[src/rtl/sp_dispatch_pkg.sv]
// Shared types and constants for the scratchpad instruction dispatch front end.
package sp_dispatch_pkg;

    localparam logic [1:0]  OP_GEMM        = 2'd3;
    localparam int unsigned NEW_WEIGHT_BIT = 3;

    typedef struct packed {
        logic [1:0]  opcode;
        logic [3:0]  flags;
        logic [31:0] payload;
    } instr_t;

    typedef enum logic {IDLE, BUSY} arb_state_t;

endpackage

[src/rtl/sp_instr_dispatch_if.sv]
// Bundle of instruction-queue, bank join and DRAM load signals for sp_instr_dispatch.
interface sp_instr_dispatch_if #(
    parameter int unsigned NUM_BANKS   = 4,
    parameter int unsigned INSTR_DEPTH = 4,
    parameter int unsigned ADDR_W      = 32,
    parameter int unsigned MAT_W       = 6,
    parameter int unsigned INSTR_W     = 38
);
    localparam int unsigned CNT_W = $clog2(INSTR_DEPTH) + 1;

    logic                        instr_valid;
    logic [INSTR_W-1:0]          instr_wdata;
    logic                        instr_ready;
    logic [CNT_W-1:0]            instr_count;
    logic                        head_valid;
    logic [INSTR_W-1:0]          head_data;
    logic                        head_new;
    logic [NUM_BANKS-1:0]        bank_accept;
    logic                        new_weight;
    logic [MAT_W-1:0]            gemm_mat;
    logic [NUM_BANKS-1:0]        bank_load_req;
    logic [NUM_BANKS*ADDR_W-1:0] bank_load_addr;
    logic [NUM_BANKS-1:0]        load_grant;
    logic [NUM_BANKS-1:0]        load_done;
    logic                        sLoad;
    logic [ADDR_W-1:0]           load_addr;
    logic                        sLoad_hit;

    modport slave (
        input  instr_valid, instr_wdata, bank_accept, bank_load_req, bank_load_addr, sLoad_hit,
        output instr_ready, instr_count, head_valid, head_data, head_new, new_weight, gemm_mat,
               load_grant, load_done, sLoad, load_addr
    );

    modport master (
        output instr_valid, instr_wdata, bank_accept, bank_load_req, bank_load_addr, sLoad_hit,
        input  instr_ready, instr_count, head_valid, head_data, head_new, new_weight, gemm_mat,
               load_grant, load_done, sLoad, load_addr
    );

endinterface

[src/rtl/sp_rr_arbiter.sv]
// Combinational round-robin picker: first requester at or after i_ptr, wrapping.
module sp_rr_arbiter #(
    parameter int unsigned N     = 4,
    parameter int unsigned IDX_W = $clog2(N)
) (
    input  logic [N-1:0]     i_req,
    input  logic [IDX_W-1:0] i_ptr,
    output logic [N-1:0]     o_gnt,
    output logic [IDX_W-1:0] o_idx,
    output logic             o_valid
);

    function automatic logic [IDX_W-1:0] wrap_idx(input int unsigned p, input int unsigned k);
        int unsigned s;
        s = p + k;
        if (s >= N) s = s - N;
        return IDX_W'(s);
    endfunction

    always_comb begin
        o_gnt   = '0;
        o_idx   = '0;
        o_valid = 1'b0;
        for (int unsigned k = 0; k < N; k++) begin
            if (!o_valid && i_req[wrap_idx(int'(i_ptr), k)]) begin
                o_valid                         = 1'b1;
                o_idx                           = wrap_idx(int'(i_ptr), k);
                o_gnt[wrap_idx(int'(i_ptr), k)] = 1'b1;
            end
        end
    end

endmodule

[src/rtl/sp_instr_dispatch.sv]
// Scratchpad front end: instruction FIFO with multi-bank join, GEMM matrix tracking and a
// round-robin DRAM load arbiter that holds each grant until the memory side reports a hit.
module sp_instr_dispatch
    import sp_dispatch_pkg::*;
#(
    parameter int unsigned NUM_BANKS   = 4,
    parameter int unsigned INSTR_DEPTH = 4,
    parameter int unsigned ADDR_W      = 32,
    parameter int unsigned MAT_W       = 6,
    parameter int unsigned INSTR_W     = 38
) (
    input logic                CLK,
    input logic                RST,
    sp_instr_dispatch_if.slave bus
);

    localparam int unsigned PTR_W = $clog2(INSTR_DEPTH);
    localparam int unsigned CNT_W = PTR_W + 1;
    localparam int unsigned IDX_W = $clog2(NUM_BANKS);

    // Instruction FIFO and join state
    logic [INSTR_W-1:0]   r_mem [INSTR_DEPTH];
    logic [PTR_W-1:0]     r_wptr;
    logic [PTR_W-1:0]     r_rptr;
    logic [CNT_W-1:0]     r_count;
    logic                 r_seen;
    logic [NUM_BANKS-1:0] r_taken;
    logic [MAT_W-1:0]     r_gemm;

    logic   w_full;
    logic   w_head_valid;
    logic   w_head_new;
    logic   w_all_acc;
    logic   w_push;
    logic   w_pop;
    instr_t w_head;

    assign w_full       = (r_count == CNT_W'(INSTR_DEPTH));
    assign w_head_valid = (r_count != '0);
    assign w_head       = instr_t'(r_mem[r_rptr]);
    assign w_head_new   = w_head_valid && !r_seen;
    assign w_all_acc    = &(r_taken | bus.bank_accept);
    assign w_push       = bus.instr_valid && !w_full;
    assign w_pop        = w_head_valid && w_all_acc;

    always_ff @(posedge CLK) begin
        if (w_push) r_mem[r_wptr] <= bus.instr_wdata;
    end

    always_ff @(posedge CLK or posedge RST) begin
        if (RST) begin
            r_wptr  <= '0;
            r_rptr  <= '0;
            r_count <= '0;
            r_seen  <= 1'b0;
            r_taken <= '0;
            r_gemm  <= '0;
        end else begin
            if (w_push) r_wptr <= r_wptr + PTR_W'(1);
            if (w_pop)  r_rptr <= r_rptr + PTR_W'(1);
            if (w_push && !w_pop) begin
                r_count <= r_count + CNT_W'(1);
            end else if (!w_push && w_pop) begin
                r_count <= r_count - CNT_W'(1);
            end
            // Accepts only accumulate against a presented head; the pop clears the join.
            if (w_pop) begin
                r_seen  <= 1'b0;
                r_taken <= '0;
            end else if (w_head_valid) begin
                r_seen  <= 1'b1;
                r_taken <= r_taken | bus.bank_accept;
            end
            if (w_head_new && w_head.opcode == OP_GEMM) begin
                r_gemm <= w_head.payload[MAT_W-1:0];
            end
        end
    end

    assign bus.instr_ready = !w_full;
    assign bus.instr_count = r_count;
    assign bus.head_valid  = w_head_valid;
    assign bus.head_data   = r_mem[r_rptr];
    assign bus.head_new    = w_head_new;
    assign bus.new_weight  = w_head_new && (w_head.opcode == OP_GEMM) &&
                             w_head.flags[NEW_WEIGHT_BIT];
    assign bus.gemm_mat    = r_gemm;

    // Load arbiter
    arb_state_t           r_state;
    logic [NUM_BANKS-1:0] r_grant;
    logic [IDX_W-1:0]     r_grant_idx;
    logic [IDX_W-1:0]     r_rr_ptr;
    logic [ADDR_W-1:0]    r_load_addr;
    logic                 r_sload;

    logic [NUM_BANKS-1:0] w_arb_gnt;
    logic [IDX_W-1:0]     w_arb_idx;
    logic                 w_arb_valid;
    logic [ADDR_W-1:0]    w_sel_addr;

    sp_rr_arbiter #(
        .N(NUM_BANKS)
    ) u_rr_arbiter (
        .i_req  (bus.bank_load_req),
        .i_ptr  (r_rr_ptr),
        .o_gnt  (w_arb_gnt),
        .o_idx  (w_arb_idx),
        .o_valid(w_arb_valid)
    );

    always_comb begin
        w_sel_addr = '0;
        for (int unsigned i = 0; i < NUM_BANKS; i++) begin
            if (w_arb_idx == IDX_W'(i)) w_sel_addr = bus.bank_load_addr[i*ADDR_W +: ADDR_W];
        end
    end

    always_ff @(posedge CLK or posedge RST) begin
        if (RST) begin
            r_state     <= IDLE;
            r_grant     <= '0;
            r_grant_idx <= '0;
            r_rr_ptr    <= '0;
            r_load_addr <= '0;
            r_sload     <= 1'b0;
        end else begin
            case (r_state)
                IDLE: begin
                    if (w_arb_valid) begin
                        r_grant     <= w_arb_gnt;
                        r_grant_idx <= w_arb_idx;
                        r_load_addr <= w_sel_addr;
                        r_sload     <= 1'b1;
                        r_state     <= BUSY;
                    end
                end
                BUSY: begin
                    if (bus.sLoad_hit) begin
                        r_grant     <= '0;
                        r_load_addr <= '0;
                        r_sload     <= 1'b0;
                        r_rr_ptr    <= (r_grant_idx == IDX_W'(NUM_BANKS - 1)) ? '0 :
                                       r_grant_idx + IDX_W'(1);
                        r_state     <= IDLE;
                    end
                end
                default: r_state <= IDLE;
            endcase
        end
    end

    assign bus.load_grant = r_grant;
    assign bus.load_done  = r_grant & {NUM_BANKS{r_sload && bus.sLoad_hit}};
    assign bus.sLoad      = r_sload;
    assign bus.load_addr  = r_load_addr;

endmodule

[src/flat_wrapper.sv]
// flat-port wrapper written by rule: the top's interface ports become plain ports
module sp_instr_dispatch_flat import sp_dispatch_pkg::*;
#(
    parameter int unsigned NUM_BANKS   = 4,
    parameter int unsigned INSTR_DEPTH = 4,
    parameter int unsigned ADDR_W      = 32,
    parameter int unsigned MAT_W       = 6,
    parameter int unsigned INSTR_W     = 38
)
  (CLK, RST, bus_instr_valid, bus_instr_wdata, bus_bank_accept, bus_bank_load_req, bus_bank_load_addr, bus_sLoad_hit, bus_instr_ready, bus_instr_count, bus_head_valid, bus_head_data, bus_head_new, bus_new_weight, bus_gemm_mat, bus_load_grant, bus_load_done, bus_sLoad, bus_load_addr);
  sp_instr_dispatch_if #(.NUM_BANKS(NUM_BANKS), .INSTR_DEPTH(INSTR_DEPTH), .ADDR_W(ADDR_W), .MAT_W(MAT_W), .INSTR_W(INSTR_W)) bus_i ();
  input logic CLK;
  input logic RST;
  input wire logic [$bits(bus_i.instr_valid)-1:0] bus_instr_valid;
  input wire logic [$bits(bus_i.instr_wdata)-1:0] bus_instr_wdata;
  input wire logic [$bits(bus_i.bank_accept)-1:0] bus_bank_accept;
  input wire logic [$bits(bus_i.bank_load_req)-1:0] bus_bank_load_req;
  input wire logic [$bits(bus_i.bank_load_addr)-1:0] bus_bank_load_addr;
  input wire logic [$bits(bus_i.sLoad_hit)-1:0] bus_sLoad_hit;
  output wire logic [$bits(bus_i.instr_ready)-1:0] bus_instr_ready;
  output wire logic [$bits(bus_i.instr_count)-1:0] bus_instr_count;
  output wire logic [$bits(bus_i.head_valid)-1:0] bus_head_valid;
  output wire logic [$bits(bus_i.head_data)-1:0] bus_head_data;
  output wire logic [$bits(bus_i.head_new)-1:0] bus_head_new;
  output wire logic [$bits(bus_i.new_weight)-1:0] bus_new_weight;
  output wire logic [$bits(bus_i.gemm_mat)-1:0] bus_gemm_mat;
  output wire logic [$bits(bus_i.load_grant)-1:0] bus_load_grant;
  output wire logic [$bits(bus_i.load_done)-1:0] bus_load_done;
  output wire logic [$bits(bus_i.sLoad)-1:0] bus_sLoad;
  output wire logic [$bits(bus_i.load_addr)-1:0] bus_load_addr;
  assign bus_i.instr_valid = bus_instr_valid;
  assign bus_i.instr_wdata = bus_instr_wdata;
  assign bus_i.bank_accept = bus_bank_accept;
  assign bus_i.bank_load_req = bus_bank_load_req;
  assign bus_i.bank_load_addr = bus_bank_load_addr;
  assign bus_i.sLoad_hit = bus_sLoad_hit;
  assign bus_instr_ready = bus_i.instr_ready;
  assign bus_instr_count = bus_i.instr_count;
  assign bus_head_valid = bus_i.head_valid;
  assign bus_head_data = bus_i.head_data;
  assign bus_head_new = bus_i.head_new;
  assign bus_new_weight = bus_i.new_weight;
  assign bus_gemm_mat = bus_i.gemm_mat;
  assign bus_load_grant = bus_i.load_grant;
  assign bus_load_done = bus_i.load_done;
  assign bus_sLoad = bus_i.sLoad;
  assign bus_load_addr = bus_i.load_addr;
  sp_instr_dispatch #(.NUM_BANKS(NUM_BANKS), .INSTR_DEPTH(INSTR_DEPTH), .ADDR_W(ADDR_W), .MAT_W(MAT_W), .INSTR_W(INSTR_W)) u_core (.CLK(CLK), .RST(RST), .bus(bus_i));
endmodule
[config.mk]
export PLATFORM = sky130hd
export DESIGN_NAME = sp_instr_dispatch_flat
export DESIGN_NICKNAME = d
export VERILOG_FILES = /design/src/rtl/sp_dispatch_pkg.sv /design/src/rtl/sp_instr_dispatch_if.sv /design/src/rtl/sp_rr_arbiter.sv /design/src/rtl/sp_instr_dispatch.sv /design/src/flat_wrapper.sv
export SDC_FILE = /design/constraint.sdc
export NUM_CORES = 1
export LEC_CHECK = 0
export BUFFER_PORTS_ARGS = -buffer_cell sky130_fd_sc_hd__buf_2
export CORE_UTILIZATION = 50
export CTS_CLUSTER_SIZE = 28
export DETAILED_ROUTE_END_ITERATION = 16
export GPL_ROUTABILITY_DRIVEN = 0
export PLACE_DENSITY = 0.76
export SLEW_MARGIN = 20
export SYNTH_ARGS = -nofsm -noshare
export SYNTH_HDL_FRONTEND = slang
export SYNTH_SLANG_ARGS = --single-unit
[constraint.sdc]
create_clock -name CLK -period 5.5 [get_ports CLK]
set_input_delay 0.55 -clock CLK [delete_from_list [all_inputs] [get_ports CLK]]
set_output_delay 0.55 -clock CLK [all_outputs]
set_load 0.005 [all_outputs]
-- Word-level counts from Yosys, hierarchy flattened
Memory sizes are Yosys's and may differ from the RTL's.
Cells that the tools add are included.
- register bits after elaboration: 60
- RAM bits: 152
- bits of input ports: 178
- output and inout port bits: 92
- word-level logic and storage cells: 146
- memories kept: 1
- memory list (memory ; words ; bits a word ; read ports ; clocked after Yosys merged registers in ; write ports ; RTL line ; source):
    u_core.r_mem ; 4 ; 38 ; 1 ; 0 ; 1 ; sp_instr_dispatch.sv:22 ; logic [INSTR_W-1:0] r_mem [INSTR_DEPTH];
- add/sub/neg operators: 12
- order comparisons: 16
- equal/unequal tests: 8
- muxes and demuxes: 61
- bitwise gates (word level): 6
- reductions and logical operators: 30
- operators with widths (cell ; count):
    2-to-1 mux 32 bit ; 6
    case mux 32 bit (2 select lines) ; 1
    2-to-1 mux 4 bit ; 8
    2-to-1 mux 2 bit ; 13
    less-than comparator 2 x 3 -> 1 bit (second input constant) ; 8
    2-to-1 mux 1 bit ; 20
    OR 4 bit ; 4
    logical AND 1 bit ; 15
    >= comparator 3 bit (second input constant) ; 3
    binary-select mux 1 bit (select 2 bit) ; 4
    demux 1 bit (select 2 bit) ; 4
    equality test 2 bit (second input constant) ; 4
    >= comparator 2 x 1 -> 1 bit (second input constant) ; 4
    case mux 4 bit (2 select lines) ; 1
    subtractor 2 x 1 -> 2 bit (second input constant) ; 4
    zero test 1 bit ; 7
    adder 2 x 1 -> 2 bit (second input constant) ; 3
    adder 2 x 2 -> 3 bit (second input constant) ; 2
    2-to-1 mux 3 bit ; 2
    AND reduction 2 bit ; 3
    bitwise AND 4 bit ; 1
    inequality test 2 bit (second input constant) ; 2
    case mux 1 bit (2 select lines) ; 2
    AND reduction 4 bit ; 1
    10 further kinds ; 11

-- Depth between registers and ports, before layout
Gate-level depths: netlist (run 1).
- depth in word-level cells: 22
- mapped depth: 14
- depth with buffers taken out: 10

-- Cells and area by module
A second synthesis (run 1) with hierarchy kept.
- cells, all modules: 458
- area, all modules: 9053.7 sq um
- modules (own cells, without submodules) (module ; instances ; cells each ; area each (sq um) ; seq. area each (sq um)):
    sp_instr_dispatch ; 1 ; 413 ; 8634.5 ; 6065.8
    sp_rr_arbiter ; 1 ; 45 ; 419.2 ; 0.0

-- Worst setup path before layout (run 1)
Ideal clock, no wire load.
- path type: register to register
- start: register u_core.r_rr_ptr[0]
- end: register u_core.r_load_addr[13], in the netlist u_core.bus.load_addr[13]
- setup time: 135 ps
- arrival: 3476 ps
- required time: 5365 ps
- setup slack: 1889 ps
- cell stages (with the launch flop): 13
- path buffers: 4
- period minus slack after synthesis: 3611 ps
- path through: dfrtp_1 buf_2 clkinv_1 clkbuf_1 ha_1 buf_2 mux4_2 or4_4 nor2b_4 o2111a_1 buf_2 a22oi_1 o211ai_1
- word-level cells in the longest chain between the ends: 21
- elaborated cells between the ends (all ways): 49
- classes of those cells: add/sub: 7; order compare: 4; eq/ne: 4; mux: 26; reduce/logical: 8
- ends and longest elaborated chain (item ; RTL line ; source):
    start, declared ; sp_instr_dispatch.sv:93 ; logic [IDX_W-1:0] r_rr_ptr;
    start signal, assigned ; sp_instr_dispatch.sv:143 ; r_rr_ptr <= (r_grant_idx == IDX_W'(NUM_BANKS - 1)) ? '0 :
    branches (longest 21 deep; another with adder 2 x 1 -> 3 bit) ; n/a ;
    end signal, assigned ; sp_instr_dispatch.sv:133 ; r_load_addr <= w_sel_addr;
    end, declared ; sp_instr_dispatch.sv:94 ; logic [ADDR_W-1:0] r_load_addr;
Parallel ways; which one is timed is not known. The select of a mux whose other input is x is not followed.
A chain may end at the register's enable or synchronous reset.

-- Final worst setup path (run 1)
- start: register u_core.r_rr_ptr[1]
- end: register u_core.r_load_addr[13], in the netlist u_core.bus.load_addr[13]
The elaborated chain is that of the path after synthesis.

==> results of run 1 <==
cells in the final DEF (no fill, tap or decap), drive strengths merged, types with 14 or more instances in the layout:
cell type	instances
a21oi	42
ha	14
buf	280
a22oi	46
edfxtp	152
nor2	21
dfrtp	60
nand3	57
o21ai	33
clkbuf	28
o211ai	29
nand2	86
a221o	23
a22o	21
mux4	42
cells by family (layout without fill, tap and decap cells):
kind of cell	after synthesis	in the layout
multiplexers	60	60
flip-flops	212	212
AND/OR/NAND/NOR	204	204
other	0	4
AO/OA/AOI/OAI	234	234
adder cells (fa/ha/maj)	15	15
XOR/XNOR	6	6
buffers and inverters	74	330
flip-flops by register name, summed over array words and instances, names as in the netlist:
name	flops
u_core.r_wptr	2
u_core.r_grant_idx	2
u_core.r_seen	1
u_core.r_taken	4
u_core.bus.load_grant	4
u_core.r_mem	152
u_core.r_state	1
u_core.r_rptr	2
u_core.r_rr_ptr	2
u_core.bus.sLoad	1
u_core.bus.load_addr	32
u_core.bus.gemm_mat	6
u_core.bus.instr_count	3
power by group through the flow:
stage,sequential (mW),clock [mW],combinational (mW)
after floorplan,2.36,0,2.29
after global placement,2.46,0,3.19
after detailed placement,2.48,0,3.24
after CTS,2.46,1.55,3.26
after global routing,2.50,1.61,3.57
final,2.45,1.52,3.25
worst min-delay path by stage:
stage / end / cells after the start
3_5_place_dp: u_core.r_grant_idx[1] / 1
2_1_floorplan: u_core.r_grant_idx[1] / 1
5_1_grt: u_core.r_mem[0][12] / 1
4_1_cts: u_core.r_mem[3][33] / 1
3_3_place_gp: u_core.r_taken[2] / 2
6_report: u_core.r_taken[3] / 3
worst min-delay path, stage by stage:
cell and delay, ns:
buf_2 0.10, inv_2 0.03, buf_4 0.61
area by class of cell:
class	instances	area [sq um]	area share
Inverter	10	37.5	0.00295
Sequential cell	212	6070	0.477
Tap cell	270	338	0.0266
Timing Repair Buffer	280	1430	0.112
Multi-Input combinational cell	519	4080	0.321
Clock inverter	12	138	0.0108
Antenna cell	4	10.0	0.000787
Clock buffer	28	613	0.0482
per-stage QoR:
stage,hold slack (ns),util,area (sq um),instances
floorplan,0.453,-,10400,805
detailed placement,0.481,0.589,12000,1291
finish,0.229,0.626,12700,1335
global placement,0.476,0.589,12000,1291
global route,0.223,0.626,12700,1333
CTS,0.217,0.626,12700,1331
synthesized netlist by cell type (all sizes together), types with 3 or more instances:
| cell type | count | share of area |
|---|---|---|
| edfxtp | 152 | 0.44 |
| nand2 | 86 | 0.031 |
| dfrtp | 60 | 0.14 |
| nand3 | 57 | 0.027 |
| a22oi | 46 | 0.033 |
| a21oi | 42 | 0.021 |
| mux4 | 42 | 0.091 |
| clkbuf | 34 | 0.012 |
| o21ai | 33 | 0.016 |
| buf | 30 | 0.013 |
| o211ai | 29 | 0.021 |
| a221o | 23 | 0.022 |
| a22o | 21 | 0.018 |
| nor2 | 21 | 0.0076 |
| ha | 14 | 0.017 |
| mux2 | 10 | 0.011 |
| nor3 | 10 | 0.0053 |
| and3 | 9 | 0.0054 |
| inv | 9 | 0.0032 |
| a32oi | 8 | 0.0067 |
| mux2i | 8 | 0.0077 |
| nor2b | 4 | 0.0031 |
| o21a | 4 | 0.0029 |
| o31ai | 4 | 0.0034 |
| or2 | 4 | 0.0024 |
| a211oi | 3 | 0.0022 |
| a21o | 3 | 0.0022 |
| and2 | 3 | 0.0018 |
| nand2b | 3 | 0.0018 |
| nand3b | 3 | 0.0022 |
| xnor2 | 3 | 0.0025 |
| xor2 | 3 | 0.0025 |
metal layers:
metal | vias to the layer above | GRT usage | part of all wire
met2 | 417 | 0.432 | 0.49
li1 | 3680 | - | -
met4 | 2 | 0.0906 | 0.030
met5 | - | 0 | 0.00036
met3 | 60 | 0.0534 | 0.087
met1 | 3905 | 0.339 | 0.39
==> results.py, run 1 <==
metrics = {
    "status": {
        "outcome": "completed",
    },
    "clock_tree": {
        "cts_inserted_buffers": 22,
        "root_buffer": "clkbuf_16",
        "insertion_delay_ns": 0.53,
        "holdBufCountCts": 0,
        "clkSinkCount": 212,
        "clk_path_buf_depth": 3,
        "postCtsResizedCells": 0,
        "post-cts-setup-buffers": 0,
        "clk_pin_slew_ns": 0.07,
        "h-tree-depth": 1,
        "cts_tree": "yes",
    },
    "grt": {
        "grt_max_degree": 61,
        "grt_pass1_wl_um": 43200,
        "grt_pass1_vias": 7786,
        "antenna_found_initial": 5,
        "grt_overflow": 0,
        "grt_usage": 0.259,
    },
    "hold_path": {
        "min_path_type": "in2async",
    },
    "power": {
        "sequentialPowerShare": 0.339,
        "p_int_mw": 4.47,
        "p_sw_mw": 2.76,
        "p_clk_frac": 0.210,
        "peakVddDrop_v": 0.000354,
        "p_total_mw": 7.23,
        "swShare": 0.382,
        "leakagePower_nw": 5.12,
        "combPwrFrac": 0.450,
        "powerDensity_nw_per_um2": 568,
    },
    "timing": {
        "max_slew.worst_pin.slew_ns": 1.14,
        "fin_crit_sh": 0.753,
        "slew_headroom": 0.238,
        "rsz0062_at_grt": "false",
        "tns_ns": 0,
        "fin_skew_ns": 0.0144,
        "worst_slack_ns": 1.36,
        "finalHoldViolations": 0,
        "fmax_mhz": 241,
        "maxSlewViolCount": 0,
        "setup_viol": 0,
        "period_minus_slack_ns": 4.14,
    },
    "synthesis": {
        "synth-simple-area-share": 0.0917,
        "syn_area_sq_um": 10400,
        "synth_top_family_by_area": "compound AO/OA/AOI/OAI gates",
        "avgSynthCellArea_sq_um": 12.9,
        "synth_xor_area_frac": 0.00505,
        "syn_nets": 998,
        "synthAdderAreaFrac": 0.0187,
        "ys.warnings.count": 0,
        "synth.distinct_cells": 60,
        "netlist_instances": 805,
        "synth-edff-count": 152,
        "async_reset_ff_frac": 0.283,
        "synthFlopType": "edfxtp_1",
        "synth_mux_area_frac": 0.109,
        "ys_ff_latch": 212,
        "seq_area_frac_synth": 0.582,
        "synth_compound_area_frac": 0.164,
    },
    "setup_path": {
        "worst_setup_path_end_kind": "register",
        "r2r_cells": 8,
        "critPathKind": "reg2reg",
        "r2r-start": "u_core.r_rr_ptr[1]",
        "crit_chain": "inv_1 -> ha_1 -> mux4_2 -> or3_4 -> o31ai_4 -> buf_4 -> o21ai_0 -> o211ai_1",
        "worst_setup_path_start_kind": "register",
        "slowest_stage": "o31ai_4",
        "crit_end": "u_core.bus.load_addr[13]",
        "reg2reg_to": "u_core.bus.load_addr[13]",
        "cp.depth": 8,
        "crit_fanout": 25,
        "rrSetupSlack_ns": 1.36,
        "path_buf_inv": 2,
        "path_delay_family": "compound AO/OA/AOI/OAI gates",
        "crit_start": "u_core.r_rr_ptr[1]",
        "required_ns": 5.94,
        "cp.arrival_ns": 4.58,
        "slowest_delay_ns": 0.96,
    },
    "cells_and_area": {
        "fill_cells": 1579,
        "num-nets-final": 1238,
        "drive_gt1_frac": 0.367,
        "synthToLayoutAreaGrowth_pct": 22.1,
    },
    "placed_design": {
        "io_buffers": 269,
        "dp_hpwl_um": 18200,
        "dp_slack_ns": 1.44,
    },
    "floorplan": {
        "start_util": 0.513,
        "dieHeight_um": 146,
        "die_area_sq_um": 21400,
        "fp.dieW_um": 146,
        "num_rows": 52,
        "io_pins": 270,
        "core_area_sq_um": 20300,
    },
    "routing": {
        "route.detailed.drc": 0,
        "via_count": 8064,
        "ant_nets": 0,
        "vias_per_cell": 6.04,
        "first_pass_iters": 5,
        "initialDrtViolationCount": 660,
        "finalWirelength_um": 27800,
        "wl_per_cell_um": 20.9,
    },
    "flow_run": {
        "drv_cap": 0,
    },
}
Power figures use the tool's default switching activity.
==> inputs of run 2 (changes only) <==
--- a/config.mk
+++ b/config.mk
@@ -6,7 +6,7 @@
 export NUM_CORES = 1
 export LEC_CHECK = 0
 export BUFFER_PORTS_ARGS = -buffer_cell sky130_fd_sc_hd__buf_2
-export CORE_UTILIZATION = 50
+export CORE_UTILIZATION = 48
 export CTS_CLUSTER_SIZE = 28
 export DETAILED_ROUTE_END_ITERATION = 16
 export GPL_ROUTABILITY_DRIVEN = 0
==> constraint.sdc (replaced) <==
create_clock -name CLK -period 3.41 [get_ports CLK]
set_input_delay 0.341 -clock CLK [delete_from_list [all_inputs] [get_ports CLK]]
set_output_delay 0.341 -clock CLK [all_outputs]
set_load 0.005 [all_outputs]
==> results.py, run 2 (synthesis results as in run 1) <==
metrics = {
    "cells_and_area": {
        "fill_cells": 1689,
        "post-route-util": 0.608,
        "regMostFlops": "u_core.r_mem",
        "layout_common_cells": "buf_2 (269), edfxtp_1 (152), nand2_1 (86)",
        "multi_input_area_sq_um": 4080,
        "register_area_sq_um": 6070,
        "drive_gt1_frac": 0.375,
        "final_common_cell": "buf_2",
        "num-nets-final": 1258,
        "synthToLayoutAreaGrowth_pct": 23.5,
        "largest_reg_flops": 152,
    },
    "clock_tree": {
        "cts_inserted_buffers": 23,
        "insertion_delay_ns": 0.52,
        "clk_pin_slew_ns": 0.06,
        "holdBufCountCts": 1,
        "root_buffer": "clkbuf_16",
        "clk_path_buf_depth": 3,
        "cts_tree": "yes",
        "h-tree-depth": 1,
        "postCtsResizedCells": 0,
        "post-cts-setup-buffers": 0,
        "clkSinkCount": 212,
    },
    "timing": {
        "worst_slack_ns": 0.256,
        "slew_headroom": 0.320,
        "rsz0062_at_grt": "false",
        "hold_slack_ns": 0.0288,
        "fin_skew_ns": 0.0101,
        "period_minus_slack_ns": 3.15,
        "maxSlewViolCount": 0,
        "finalHoldViolations": 0,
        "fmax_mhz": 317,
        "fin_crit_sh": 0.925,
        "setup_viol": 0,
        "max_slew.worst_pin.slew_ns": 1.01,
        "tns_ns": 0,
    },
    "grt": {
        "grt_pass1_wl_um": 42200,
        "grt_pass1_vias": 7877,
        "grt_overflow": 0,
        "grt_max_degree": 45,
        "grt_usage": 0.245,
        "antenna_found_initial": 2,
    },
    "placed_design": {
        "dp_hpwl_um": 18600,
        "io_buffers": 269,
        "dp_slack_ns": 0.264,
    },
    "hold_path": {
        "min_path_type": "in2reg",
    },
    "setup_path": {
        "crit_fanout": 22,
        "cp.arrival_ns": 3.58,
        "worst_setup_path_start_kind": "register",
        "worst_setup_path_end_kind": "register",
        "critPathKind": "reg2reg",
        "required_ns": 3.84,
    },
    "routing": {
        "dr_wl_met3_um": 2800,
        "wl_met1_um": 10500,
        "ant_nets": 0,
        "via_count": 8171,
        "vias_per_cell": 6.01,
        "route.detailed.drc": 0,
        "initialDrtViolationCount": 511,
        "first_pass_iters": 5,
        "wl_met2_um": 13500,
        "wl_per_cell_um": 20.3,
        "highest_layer": "met4",
        "finalWirelength_um": 27600,
    },
    "status": {
        "outcome": "completed",
    },
    "floorplan": {
        "start_util": 0.492,
        "io_pins": 270,
        "core_area_sq_um": 21200,
        "dieHeight_um": 149,
        "num_rows": 53,
        "fp.dieW_um": 149,
        "die_area_sq_um": 22300,
    },
    "power": {
        "leakagePower_nw": 5.21,
        "powerDensity_nw_per_um2": 916,
        "peakVddDrop_v": 0.000565,
    },
    "flow_run": {
        "drv_cap": 0,
    },
}
run 2: changes by cell type in the layout (fill, tap and decap cells not counted), sizes merged:
| cell | before | now |
|---|---|---|
| buf | 280 | 298 |
| clkbuf | 28 | 26 |
| inv | 9 | 11 |
| clkinv | 10 | 11 |
| clkinvlp | 1 | 2 |
| diode | 4 | 3 |
| dlygate4sd3 | 0 | 1 |
run 2: final timing paths:
path | start | endpoint | slack (ns) | cells after the start
min in group asynchronous | RST | u_core.bus.instr_count[1] | 0.46 | 3
setup / recovery | u_core.r_rr_ptr[1] | u_core.bus.load_addr[19] | 0.26 | 8
hold reg to reg | u_core.r_grant_idx[1] | u_core.r_grant_idx[1] | 0.49 | 1
max in group asynchronous | RST | u_core.bus.load_addr[22] | 1.99 | 4
hold / removal | bus_instr_wdata[9] | u_core.r_mem[2][9] | 0.03 | 1
setup reg to reg | u_core.r_rr_ptr[1] | u_core.bus.load_addr[19] | 0.26 | 8
run 2: metrics by stage:
step	instance area, sq um	power, mW	std cells
after floorplan	10400	7.51	805
after global placement	12100	9.26	1314
after detailed placement	12100	9.37	1314
after CTS	12800	11.8	1357
after global routing	12900	12.5	1358
final	12900	11.8	1360
run 2: area by class of cell:
type,instances,share of cell area
diodes,3,0.000584
flip-flops and latches,212,0.472
inverters,10,0.00302
repair buffers,299,0.123
clock inverters,16,0.0114
well taps,275,0.0268
multi-input cells,519,0.317
clock buffers,26,0.0456
run 2: where the power goes:
group | total (mW) | switching [mW] | leakage, nW | internal (mW)
registers | 3.89 | 0.383 | 2.13 | 3.51
clock network | 2.44 | 1.04 | 0.355 | 1.40
logic | 5.45 | 3.06 | 2.72 | 2.39
total | 11.8 | 4.48 | 5.21 | 7.30
run 2: critical path, cell delays in order (launching register included):
cell and delay [ns]:
dfrtp_1 0.34, inv_1 0.08, ha_1 0.32, mux4_2 0.63, buf_4 0.22, o21a_1 0.51
a21oi_1 0.44, nand2_1 0.27, o211ai_1 0.25
run 2: per-layer routing:
layer  vias to the layer above  track usage
met5                         -            0
met2                       439        0.407
met4                         0       0.0862
met1                      3951        0.312
met3                        58       0.0606
li1                       3723            -
